### src/rtl/minisys_mem_pkg.sv
// Shared memory-subsystem definitions for minisys: RAM geometry, owner and
// arbiter state encodings, and the per-cycle data-port grant decision.
package minisys_mem_pkg;

   localparam int RAM_ADDR_W = 16;
   localparam int WSTRB_W    = 4;
   localparam int DATA_W     = 32;
   localparam int STREAK_W   = 4;

   typedef enum logic [1:0] {
      OWN_NONE = 2'd0,
      OWN_CPU  = 2'd1,
      OWN_DMA  = 2'd2
   } arb_owner_e;

   typedef enum logic {
      ARB_IDLE    = 1'b0,
      ARB_CPU_RET = 1'b1
   } arb_state_e;

   // CPU has fixed priority unless it is locked out, its read is returning,
   // or it has used up its streak while DMA waits.
   function automatic arb_owner_e pick_owner(
      input logic cpu_slot_open,
      input logic cpu_req,
      input logic dma_lock,
      input logic dma_req,
      input logic streak_full
   );
      arb_owner_e owner;
      owner = OWN_NONE;
      if (cpu_slot_open && cpu_req && !dma_lock && !(dma_req && streak_full)) begin
         owner = OWN_CPU;
      end else if (dma_req) begin
         owner = OWN_DMA;
      end
      return owner;
   endfunction

endpackage

### src/rtl/dmem_arbiter_if.sv
// Bundle of the CPU data port, the DMA/loader port and the shared RAM port.
// The arbiter uses the slave view; CPU, DMA and RAM models use the master view.
interface dmem_arbiter_if
   import minisys_mem_pkg::*;
#(
   parameter int ADDR_W = RAM_ADDR_W
);

   logic                 cpu_req;
   logic                 cpu_we;
   logic [WSTRB_W-1:0]   cpu_wstrb;
   logic [ADDR_W-1:0]    cpu_addr;
   logic [DATA_W-1:0]    cpu_wdata;
   logic [DATA_W-1:0]    cpu_rdata;
   logic                 cpu_stall;

   logic                 dma_lock;
   logic                 dma_req;
   logic                 dma_we;
   logic [WSTRB_W-1:0]   dma_wstrb;
   logic [ADDR_W-1:0]    dma_addr;
   logic [DATA_W-1:0]    dma_wdata;
   logic                 dma_gnt;
   logic                 dma_rvalid;
   logic [DATA_W-1:0]    dma_rdata;

   logic                 ram_en;
   logic [WSTRB_W-1:0]   ram_we;
   logic [ADDR_W-3:0]    ram_addr;
   logic [DATA_W-1:0]    ram_wdata;
   logic [DATA_W-1:0]    ram_rdata;

   modport slave (
      input  cpu_req, cpu_we, cpu_wstrb, cpu_addr, cpu_wdata,
      output cpu_rdata, cpu_stall,
      input  dma_lock, dma_req, dma_we, dma_wstrb, dma_addr, dma_wdata,
      output dma_gnt, dma_rvalid, dma_rdata,
      output ram_en, ram_we, ram_addr, ram_wdata,
      input  ram_rdata
   );

   modport master (
      output cpu_req, cpu_we, cpu_wstrb, cpu_addr, cpu_wdata,
      input  cpu_rdata, cpu_stall,
      output dma_lock, dma_req, dma_we, dma_wstrb, dma_addr, dma_wdata,
      input  dma_gnt, dma_rvalid, dma_rdata,
      input  ram_en, ram_we, ram_addr, ram_wdata,
      output ram_rdata
   );

endinterface

### src/rtl/dmem_arbiter.sv
// Shares the synchronous data RAM between the CPU data port and the DMA/loader
// port: fixed CPU priority, read-return stall sequencing and a DMA starvation guard.
module dmem_arbiter
   import minisys_mem_pkg::*;
#(
   parameter int ADDR_W         = RAM_ADDR_W,
   parameter int MAX_CPU_STREAK = 4
) (
   input  logic            clk,
   input  logic            rst,
   dmem_arbiter_if.slave   bus
);

   localparam logic [STREAK_W-1:0] STREAK_MAX = STREAK_W'(MAX_CPU_STREAK);

   arb_state_e           state_reg;
   arb_state_e           state_next;
   logic [STREAK_W-1:0]  streak_reg;
   logic [STREAK_W-1:0]  streak_next;
   logic [DATA_W-1:0]    cpu_rdata_reg;
   logic                 dma_pend_reg;
   logic [DATA_W-1:0]    dma_rdata_reg;

   arb_owner_e           owner;
   logic                 in_ret;
   logic                 sel_en;
   logic                 sel_we;
   logic [WSTRB_W-1:0]   sel_wstrb;
   logic [ADDR_W-3:0]    sel_addr;
   logic [DATA_W-1:0]    sel_wdata;
   logic [WSTRB_W-1:0]   lane_we;

   assign in_ret = (state_reg == ARB_CPU_RET);

   // Grants are also gated by rst so every output drops the moment reset asserts.
   always_comb begin
      owner = OWN_NONE;
      if (rst) begin
         owner = pick_owner(!in_ret, bus.cpu_req, bus.dma_lock, bus.dma_req,
                            streak_reg == STREAK_MAX);
      end
   end

   always_comb begin
      sel_en    = 1'b0;
      sel_we    = 1'b0;
      sel_wstrb = '0;
      sel_addr  = '0;
      sel_wdata = '0;
      case (owner)
         OWN_CPU: begin
            sel_en    = 1'b1;
            sel_we    = bus.cpu_we;
            sel_wstrb = bus.cpu_wstrb;
            sel_addr  = bus.cpu_addr[ADDR_W-1:2];
            sel_wdata = bus.cpu_wdata;
         end
         OWN_DMA: begin
            sel_en    = 1'b1;
            sel_we    = bus.dma_we;
            sel_wstrb = bus.dma_wstrb;
            sel_addr  = bus.dma_addr[ADDR_W-1:2];
            sel_wdata = bus.dma_wdata;
         end
         default: begin
            sel_en = 1'b0;
         end
      endcase
   end

   for (genvar gi = 0; gi < WSTRB_W; gi++) begin : g_lane
      assign lane_we[gi] = sel_en & sel_we & sel_wstrb[gi];
   end

   assign bus.ram_en    = sel_en;
   assign bus.ram_we    = lane_we;
   assign bus.ram_addr  = sel_addr;
   assign bus.ram_wdata = sel_wdata;

   // A granted write retires this cycle; a granted read or a lost request holds
   // the CPU. During the return cycle the still-held request is the one completing.
   assign bus.cpu_stall = rst && !in_ret && bus.cpu_req &&
                          !((owner == OWN_CPU) && bus.cpu_we);
   assign bus.cpu_rdata = in_ret ? bus.ram_rdata : cpu_rdata_reg;

   assign bus.dma_gnt    = (owner == OWN_DMA);
   assign bus.dma_rvalid = dma_pend_reg;
   assign bus.dma_rdata  = dma_pend_reg ? bus.ram_rdata : dma_rdata_reg;

   always_comb begin
      state_next = ARB_IDLE;
      if ((owner == OWN_CPU) && !bus.cpu_we) begin
         state_next = ARB_CPU_RET;
      end
   end

   // The streak only counts CPU wins that DMA actually had to wait through.
   always_comb begin
      streak_next = streak_reg;
      if (!bus.dma_req || (owner == OWN_DMA)) begin
         streak_next = '0;
      end else if ((owner == OWN_CPU) && (streak_reg != STREAK_MAX)) begin
         streak_next = streak_reg + 1'b1;
      end
   end

   always_ff @(posedge clk or negedge rst) begin
      if (!rst) begin
         state_reg     <= ARB_IDLE;
         streak_reg    <= '0;
         cpu_rdata_reg <= '0;
         dma_pend_reg  <= 1'b0;
         dma_rdata_reg <= '0;
      end else begin
         state_reg    <= state_next;
         streak_reg   <= streak_next;
         dma_pend_reg <= (owner == OWN_DMA) && !bus.dma_we;
         if (in_ret) begin
            cpu_rdata_reg <= bus.ram_rdata;
         end
         if (dma_pend_reg) begin
            dma_rdata_reg <= bus.ram_rdata;
         end
      end
   end

endmodule

### src/flat_wrapper.sv
// flat-port wrapper written by rule: the top's interface ports become plain ports
module dmem_arbiter_flat import minisys_mem_pkg::*;
#(
   parameter int ADDR_W         = RAM_ADDR_W,
   parameter int MAX_CPU_STREAK = 4
)
  (clk, rst, bus_cpu_req, bus_cpu_we, bus_cpu_wstrb, bus_cpu_addr, bus_cpu_wdata, bus_cpu_rdata, bus_cpu_stall, bus_dma_lock, bus_dma_req, bus_dma_we, bus_dma_wstrb, bus_dma_addr, bus_dma_wdata, bus_dma_gnt, bus_dma_rvalid, bus_dma_rdata, bus_ram_en, bus_ram_we, bus_ram_addr, bus_ram_wdata, bus_ram_rdata);
  dmem_arbiter_if #(.ADDR_W(ADDR_W)) bus_i ();
  input  logic clk;
  input  logic rst;
  input wire logic [$bits(bus_i.cpu_req)-1:0] bus_cpu_req;
  input wire logic [$bits(bus_i.cpu_we)-1:0] bus_cpu_we;
  input wire logic [$bits(bus_i.cpu_wstrb)-1:0] bus_cpu_wstrb;
  input wire logic [$bits(bus_i.cpu_addr)-1:0] bus_cpu_addr;
  input wire logic [$bits(bus_i.cpu_wdata)-1:0] bus_cpu_wdata;
  output wire logic [$bits(bus_i.cpu_rdata)-1:0] bus_cpu_rdata;
  output wire logic [$bits(bus_i.cpu_stall)-1:0] bus_cpu_stall;
  input wire logic [$bits(bus_i.dma_lock)-1:0] bus_dma_lock;
  input wire logic [$bits(bus_i.dma_req)-1:0] bus_dma_req;
  input wire logic [$bits(bus_i.dma_we)-1:0] bus_dma_we;
  input wire logic [$bits(bus_i.dma_wstrb)-1:0] bus_dma_wstrb;
  input wire logic [$bits(bus_i.dma_addr)-1:0] bus_dma_addr;
  input wire logic [$bits(bus_i.dma_wdata)-1:0] bus_dma_wdata;
  output wire logic [$bits(bus_i.dma_gnt)-1:0] bus_dma_gnt;
  output wire logic [$bits(bus_i.dma_rvalid)-1:0] bus_dma_rvalid;
  output wire logic [$bits(bus_i.dma_rdata)-1:0] bus_dma_rdata;
  output wire logic [$bits(bus_i.ram_en)-1:0] bus_ram_en;
  output wire logic [$bits(bus_i.ram_we)-1:0] bus_ram_we;
  output wire logic [$bits(bus_i.ram_addr)-1:0] bus_ram_addr;
  output wire logic [$bits(bus_i.ram_wdata)-1:0] bus_ram_wdata;
  input wire logic [$bits(bus_i.ram_rdata)-1:0] bus_ram_rdata;
  assign bus_i.cpu_req = bus_cpu_req;
  assign bus_i.cpu_we = bus_cpu_we;
  assign bus_i.cpu_wstrb = bus_cpu_wstrb;
  assign bus_i.cpu_addr = bus_cpu_addr;
  assign bus_i.cpu_wdata = bus_cpu_wdata;
  assign bus_cpu_rdata = bus_i.cpu_rdata;
  assign bus_cpu_stall = bus_i.cpu_stall;
  assign bus_i.dma_lock = bus_dma_lock;
  assign bus_i.dma_req = bus_dma_req;
  assign bus_i.dma_we = bus_dma_we;
  assign bus_i.dma_wstrb = bus_dma_wstrb;
  assign bus_i.dma_addr = bus_dma_addr;
  assign bus_i.dma_wdata = bus_dma_wdata;
  assign bus_dma_gnt = bus_i.dma_gnt;
  assign bus_dma_rvalid = bus_i.dma_rvalid;
  assign bus_dma_rdata = bus_i.dma_rdata;
  assign bus_ram_en = bus_i.ram_en;
  assign bus_ram_we = bus_i.ram_we;
  assign bus_ram_addr = bus_i.ram_addr;
  assign bus_ram_wdata = bus_i.ram_wdata;
  assign bus_i.ram_rdata = bus_ram_rdata;
  dmem_arbiter #(.ADDR_W(ADDR_W), .MAX_CPU_STREAK(MAX_CPU_STREAK)) u_core (.clk(clk), .rst(rst), .bus(bus_i));
endmodule
### config.mk
export PLATFORM = sky130hd
export DESIGN_NAME = dmem_arbiter_flat
export DESIGN_NICKNAME = d
export VERILOG_FILES = /design/src/rtl/minisys_mem_pkg.sv /design/src/rtl/dmem_arbiter_if.sv /design/src/rtl/dmem_arbiter.sv /design/src/flat_wrapper.sv
export SDC_FILE = /design/constraint.sdc
export NUM_CORES = 1
export LEC_CHECK = 0
export CORE_ASPECT_RATIO = 1.1
export CORE_UTILIZATION = 35
export CTS_CLUSTER_DIAMETER = 60
export CTS_CLUSTER_SIZE = 8
export DETAILED_ROUTE_END_ITERATION = 10
export PLACE_DENSITY = 0.81
export SLEW_MARGIN = 30
export SYNTH_ARGS = -nofsm -noshare
export SYNTH_HDL_FRONTEND = slang
export SYNTH_SLANG_ARGS = --single-unit
### constraint.sdc
create_clock -name clk -period 2.55 [get_ports clk]
set_clock_uncertainty 0.1 [all_clocks]
set_input_delay 0.255 -clock clk [delete_from_list [all_inputs] [get_ports clk]]
set_output_delay 0.255 -clock clk [all_outputs]
set_load 0.05 [all_outputs]
; Word-level counts from Yosys, hierarchy flattened
; Index checks and enable logic that the tools add are counted.
[totals]
register_bits = 70
latch_bits = 0
mem_bits_rw = 0
mem_bits_ro = 0
wordCells = 49
memories = 0
[classes]
addsub = 1
n_mul = 0
n_div = 0
magnitude_cmp = 0
eq_ne = 4
shifts = 0
muxes = 13
bitwise = 5
reduce_logical = 21
[ops]
columns = op, count
row1 = $mux 32, 2
row2 = $pmux 32 s2, 1
row3 = $pmux 14 s2, 1
row4 = $logic_and 1x1->1, 11
row5 = $mux 4, 2
row6 = $pmux 4 s2, 1
row7 = $logic_not 1->1, 7
row8 = $mux 2, 3
row9 = $and 1x1->1, 5
row10 = $add 4x1->4 const B, 1
row11 = $eq 4x3->1 const B, 1
row12 = $ne 4x3->1 const B, 1
row13 = $eq 2x1->1 const B, 1
row14 = $eq 2x2->1 const B, 1
row15 = $mux 1, 2
row16 = $pmux 1 s2, 1
row17 = $reduce_bool 2->1, 1
row18 = $reduce_or 2->1, 1
row19 = $logic_or 1x1->1, 1

; Depth between registers and ports, before layout
[depth]
word_depth = 11
mapped_depth = 9

; Worst setup path after synthesis
; Ideal clock, no wire load.
[synth_timing]
path_type = register to output
from = register u_core.streak_reg[0]
to = output bus_ram_addr[0]
t_arrival_ps = 2659
t_required_ps = 2195
slack_ps = -464
stages_incl_launch_ff = 10
path_buffers = 2
cell_sequence = dfrtp_1 -> inv_1 -> ha_1 -> a41oi_1 -> a21oi_1 -> ha_1 -> buf_2 -> buf_4 -> a22oi_1 -> nor2_1
[synth_between]
elab_chain_cells = 8
word_cells_on_any_way = 9
cone_classes = eq/ne (3) / mux (3) / reduce/logical (3)
[synth_rtl]
columns = element, line
row1 = "start, declared", dmem_arbiter.sv:18  ; logic [STREAK_W-1:0] streak_reg;
row2 = "start signal, assigned", dmem_arbiter.sv:116  ; streak_reg <= streak_next;
row3 = $eq 4x3->1, dmem_arbiter.sv:40  ; streak_reg == STREAK_MAX);
row4 = $logic_and 1x1->1, minisys_mem_pkg.sv:32  ; if (cpu_slot_open && cpu_req && !dma_lock && !(dma_req && streak_full)) begin
row5 = $logic_not 1->1, minisys_mem_pkg.sv:32
row6 = $logic_and 1x1->1, minisys_mem_pkg.sv:32
row7 = $mux 2, minisys_mem_pkg.sv:32
row8 = $mux 2, dmem_arbiter.sv:38  ; if (rst) begin
row9 = $eq 2x2->1, --
row10 = via bus_dma_gnt, flat_wrapper.sv:24  ; output wire logic [$bits(bus_i.dma_gnt)-1:0] bus_dma_gnt;
row11 = $pmux 14 s2, dmem_arbiter.sv:50  ; case (owner)
row12 = "end, declared", flat_wrapper.sv:29  ; output wire logic [$bits(bus_i.ram_addr)-1:0] bus_ram_addr;
; The timed path passes the listed nets, and every way through them passes these cells.

; Final worst setup path
[layout_timing]
from = register u_core.streak_reg[0]
to = output bus_ram_wdata[6]
[layout_between]
elab_chain_cells = 8
word_cells_on_any_way = 9
cone_classes = eq/ne (3) / mux (3) / reduce/logical (3)
[layout_rtl]
columns = element, line
row1 = $eq 4x3->1 *, dmem_arbiter.sv:40
row2 = $logic_and 1x1->1 *, minisys_mem_pkg.sv:32
row3 = $logic_not 1->1 *, minisys_mem_pkg.sv:32
row4 = $logic_and 1x1->1 *, minisys_mem_pkg.sv:32
row5 = $mux 2 *, minisys_mem_pkg.sv:32
row6 = $mux 2 *, dmem_arbiter.sv:38
row7 = $eq 2x2->1 or $eq 2x1->1 (tied branches), dmem_arbiter.sv:50
row8 = $pmux 32 s2 *, dmem_arbiter.sv:50
row9 = "end, declared", flat_wrapper.sv:30  ; output wire logic [$bits(bus_i.ram_wdata)-1:0] bus_ram_wdata;
; Mark *: on every way between the ends. The rest lies on a longest branch, timed or not.

==> qor.yml <==
layout:
  fin_cells: 717
  nFillCells: 689
  fin_nets: 717
  multi_input_area_sq_mm: 0.00207
  n_antenna_cell: 0
  drive_above_1_share: 0.429
  seqCellArea_sq_mm: 0.00175
  syn_to_final_growth_pct: 107
timing:
  finalCritPeriodShare: 1.03
  setup_viol_count_final: 42
  rsz0062_at_grt: "true"
  fin_ws_ps: -72.1
  hold_violations: 18
  hold_slack_ps: -26.7
  worstMarginPinSlew_ps: 690
  period_needed_ps: 2620
  fmax_mhz: 381
  maxSlewHeadroom: 0.540
  slew_viol_final: 0
logic_synthesis:
  syn_inst: 298
  synth_top_cell_by_area: "dfrtp_1"
  ys_dominant_reg_cell: "dfrtp_1"
  synth-seq-cells: 70
  netlist_area_sq_mm: 0.00370
  synth.most_common_cell: "dfrtp_1"
  syn_nets: 446
  synthArstFlopShare: 1.00
  synth_edf_count: 0
  synthTopCellsByArea: "dfrtp_1 (47%), mux2_4 (24%), a22oi_1 (10%), nor2_1 (5.1%), buf_6 (1.8%)"
  yosys-top-cells-count: "dfrtp_1 (70), mux2_4 (60), a22oi_1 (50), nor2_1 (50), buf_2 (10)"
  yosysSeqAreaShare: 0.473
  synth_cell_types: 29
  syn_avg_cell_area_sq_um: 12.4
  synth_warnings: 0
  synth_top_cell_area_share: 0.473
global_route:
  grt_usage: 0.241
  grt_pass1_wl_microns: 19700
  grt.busiest_layer: "met2"
  grt_max_degree: 79
  grt_pass1_vias: 3680
  grt_antenna_before_repair: 0
  grt_overflow: 0
  gr-usage-met3: 0.0712
  met2_usage: 0.408
  use_met1: 0.272
setup_path:
  start_kind: "flop"
  end_kind: "output port"
  reg2reg_depth: 9
  cp.arrival_ps: 2270
  r2r-start: "u_core.streak_reg[0]$_DFFE_PN0P_"
  path_max_fanout: 28
  ff2ff_setup_slack_ps: 300
  path_class: "reg2out"
  required_ps: 2190
  crit-reg2reg-capture: "u_core.streak_reg[3]$_DFFE_PN0P_"
clock_network:
  clk_latency_ps: 330
  cts_buffers: 9
  cts-root-buf: "clkbuf_16"
  cts_num_sinks: 70
  htreeDepth: 3
  clkSlewWorstSetupHoldPaths_ps: 50
  cts.path.max_buffers: 2
  cts_tree: "done"
placed_design:
  pre_cts_slack_ps: -94.9
  hpwlAfterDp_microns: 10400
  gp_congestion: 0.896
  place_inst: 694
  portBuffers: 256
drt:
  drc: 0
  via_per_inst: 4.89
  wl_microns: 13500
  dr_total_vias: 3503
  drt_first_pass_iters: 4
  drt_iter0_drc: 177
  ant_nets: 0
  wl_per_cell_microns: 18.8
floorplan:
  die_height_microns: 110
  coreArea_sq_mm: 0.0103
  die-area_sq_mm: 0.0110
  num_rows: 39
  initial_utilization: 0.358
  die_w_microns: 100
  pin_count: 261
run:
  cap_violations: 0
pwr:
  pwr-share-clk: 0.222
  peakVddDrop_mv: 0.365
  swShare: 0.391
  p_sw_mw: 2.01
  seqPwrFrac: 0.280
  power.internal_mw: 3.13
  p_per_area_mw_per_mm2: 669
  p_comb_frac: 0.497
  leakagePower_nw: 3.04
status:
  violations: "negative hold slack, negative setup slack"
  status: "finished with violations"
worst_hold_path:
  min_path_type: "in2async"
-- final cells by class --
type | instances | area share
multi-input combinational | 197 | 0.270
clock buffer | 11 | 0.0316
clock inverter | 5 | 0.00440
inverter | 5 | 0.00293
tap | 143 | 0.0233
timing repair buffer | 286 | 0.439
sequential | 70 | 0.228
-- routing by layer --
metal / vias to the layer above / share of wire
li1: 1607 / -
met2: 180 / 0.50
met1: 1680 / 0.38
met3: 36 / 0.075
met5: - / 0
met4: 0 / 0.045
-- placed cells by master, fill, tap and decap left out, types with 2 or more instances in the layout --
master	instances
clkdlybuf4s50_1	199
and2_1	2
a22oi_2	15
inv_1	3
clkbuf_16	9
ha_1	2
buf_12	56
nor2_2	43
clkinvlp_4	3
a22oi_1	35
nor2b_1	3
buf_4	24
dfrtp_1	68
mux2_2	4
nor2_4	7
clkinv_2	2
mux2_4	60
ha_4	3
dfrtp_2	2
nand2_1	3
buf_6	7
o21ai_0	2
-- what timing repair did --
item | in CTS | in global routing
pin swaps | 10 | 4
setup buffers | 5 | 2
hold buffers | 0 | 0
gates cloned | 0 | 0
resized for setup | 27 | 11
setup endpoints to repair | 52 | 50
-- worst max-delay path by stage --
stage	start	to	slack, ps	depth (start not counted)
finish	u_core.streak_reg[0]$_DFFE_PN0P_	bus_ram_wdata[6]	-70	9
global route	u_core.streak_reg[0]$_DFFE_PN0P_	bus_ram_wdata[6]	-160	9
CTS	u_core.streak_reg[0]$_DFFE_PN0P_	bus_ram_we[1]	-30	9
detailed placement	bus_dma_req	bus_ram_addr[12]	-90	8
global placement	bus_dma_req	bus_ram_we[0]	-40	9
floorplan	u_core.streak_reg[0]$_DFFE_PN0P_	bus_ram_addr[0]	-140	8
-- stage by stage --
| step | util | TNS [ps] | total power, mW | hold WS, ps | area [sq um] |
|---|---|---|---|---|---|
| final | 0.742 | -1430 | 5.14 | -26.7 | 7680 |
| after global routing | 0.742 | -5800 | 5.33 | 43.8 | 7680 |
| after CTS | 0.735 | -423 | 5.16 | 139 | 7610 |
| after detailed placement | 0.692 | -2320 | 3.96 | 379 | 7160 |
| after global placement | 0.692 | -479 | 3.91 | 374 | 7160 |
| after floorplan | - | -6310 | 3.04 | -141 | 3860 |
-- power by group through the flow --
stage / registers, mW / logic, mW / clock network (mW)
6_report: 1.44 / 2.55 / 1.14
4_1_cts: 1.44 / 2.55 / 1.16
3_3_place_gp: 1.44 / 2.47 / 0
3_5_place_dp: 1.45 / 2.51 / 0
5_1_grt: 1.46 / 2.66 / 1.22
2_1_floorplan: 1.43 / 1.61 / 0
-- worst max-delay path, stage by stage (launching register included) --
cell and delay, ps:
dfrtp_1 390, inv_2 70, ha_4 160, a41oi_4 210, and3_4 250, ha_4 210
buf_12 210, a22oi_1 110, nor2_2 160, buf_12 160
-- kinds of logic (layout without fill, tap and decap cells) --
kind of cell    count (synthesis)  in the layout  synth area share
flops                          70             70             0.473
simple gates                   66             66            0.0787
mux                            65             65             0.258
compound gates                 61             61             0.120
buf+inv                        31            307            0.0530
fa+ha+maj                       5              5            0.0169
Note: power is estimated with default switching activity, not from simulation.
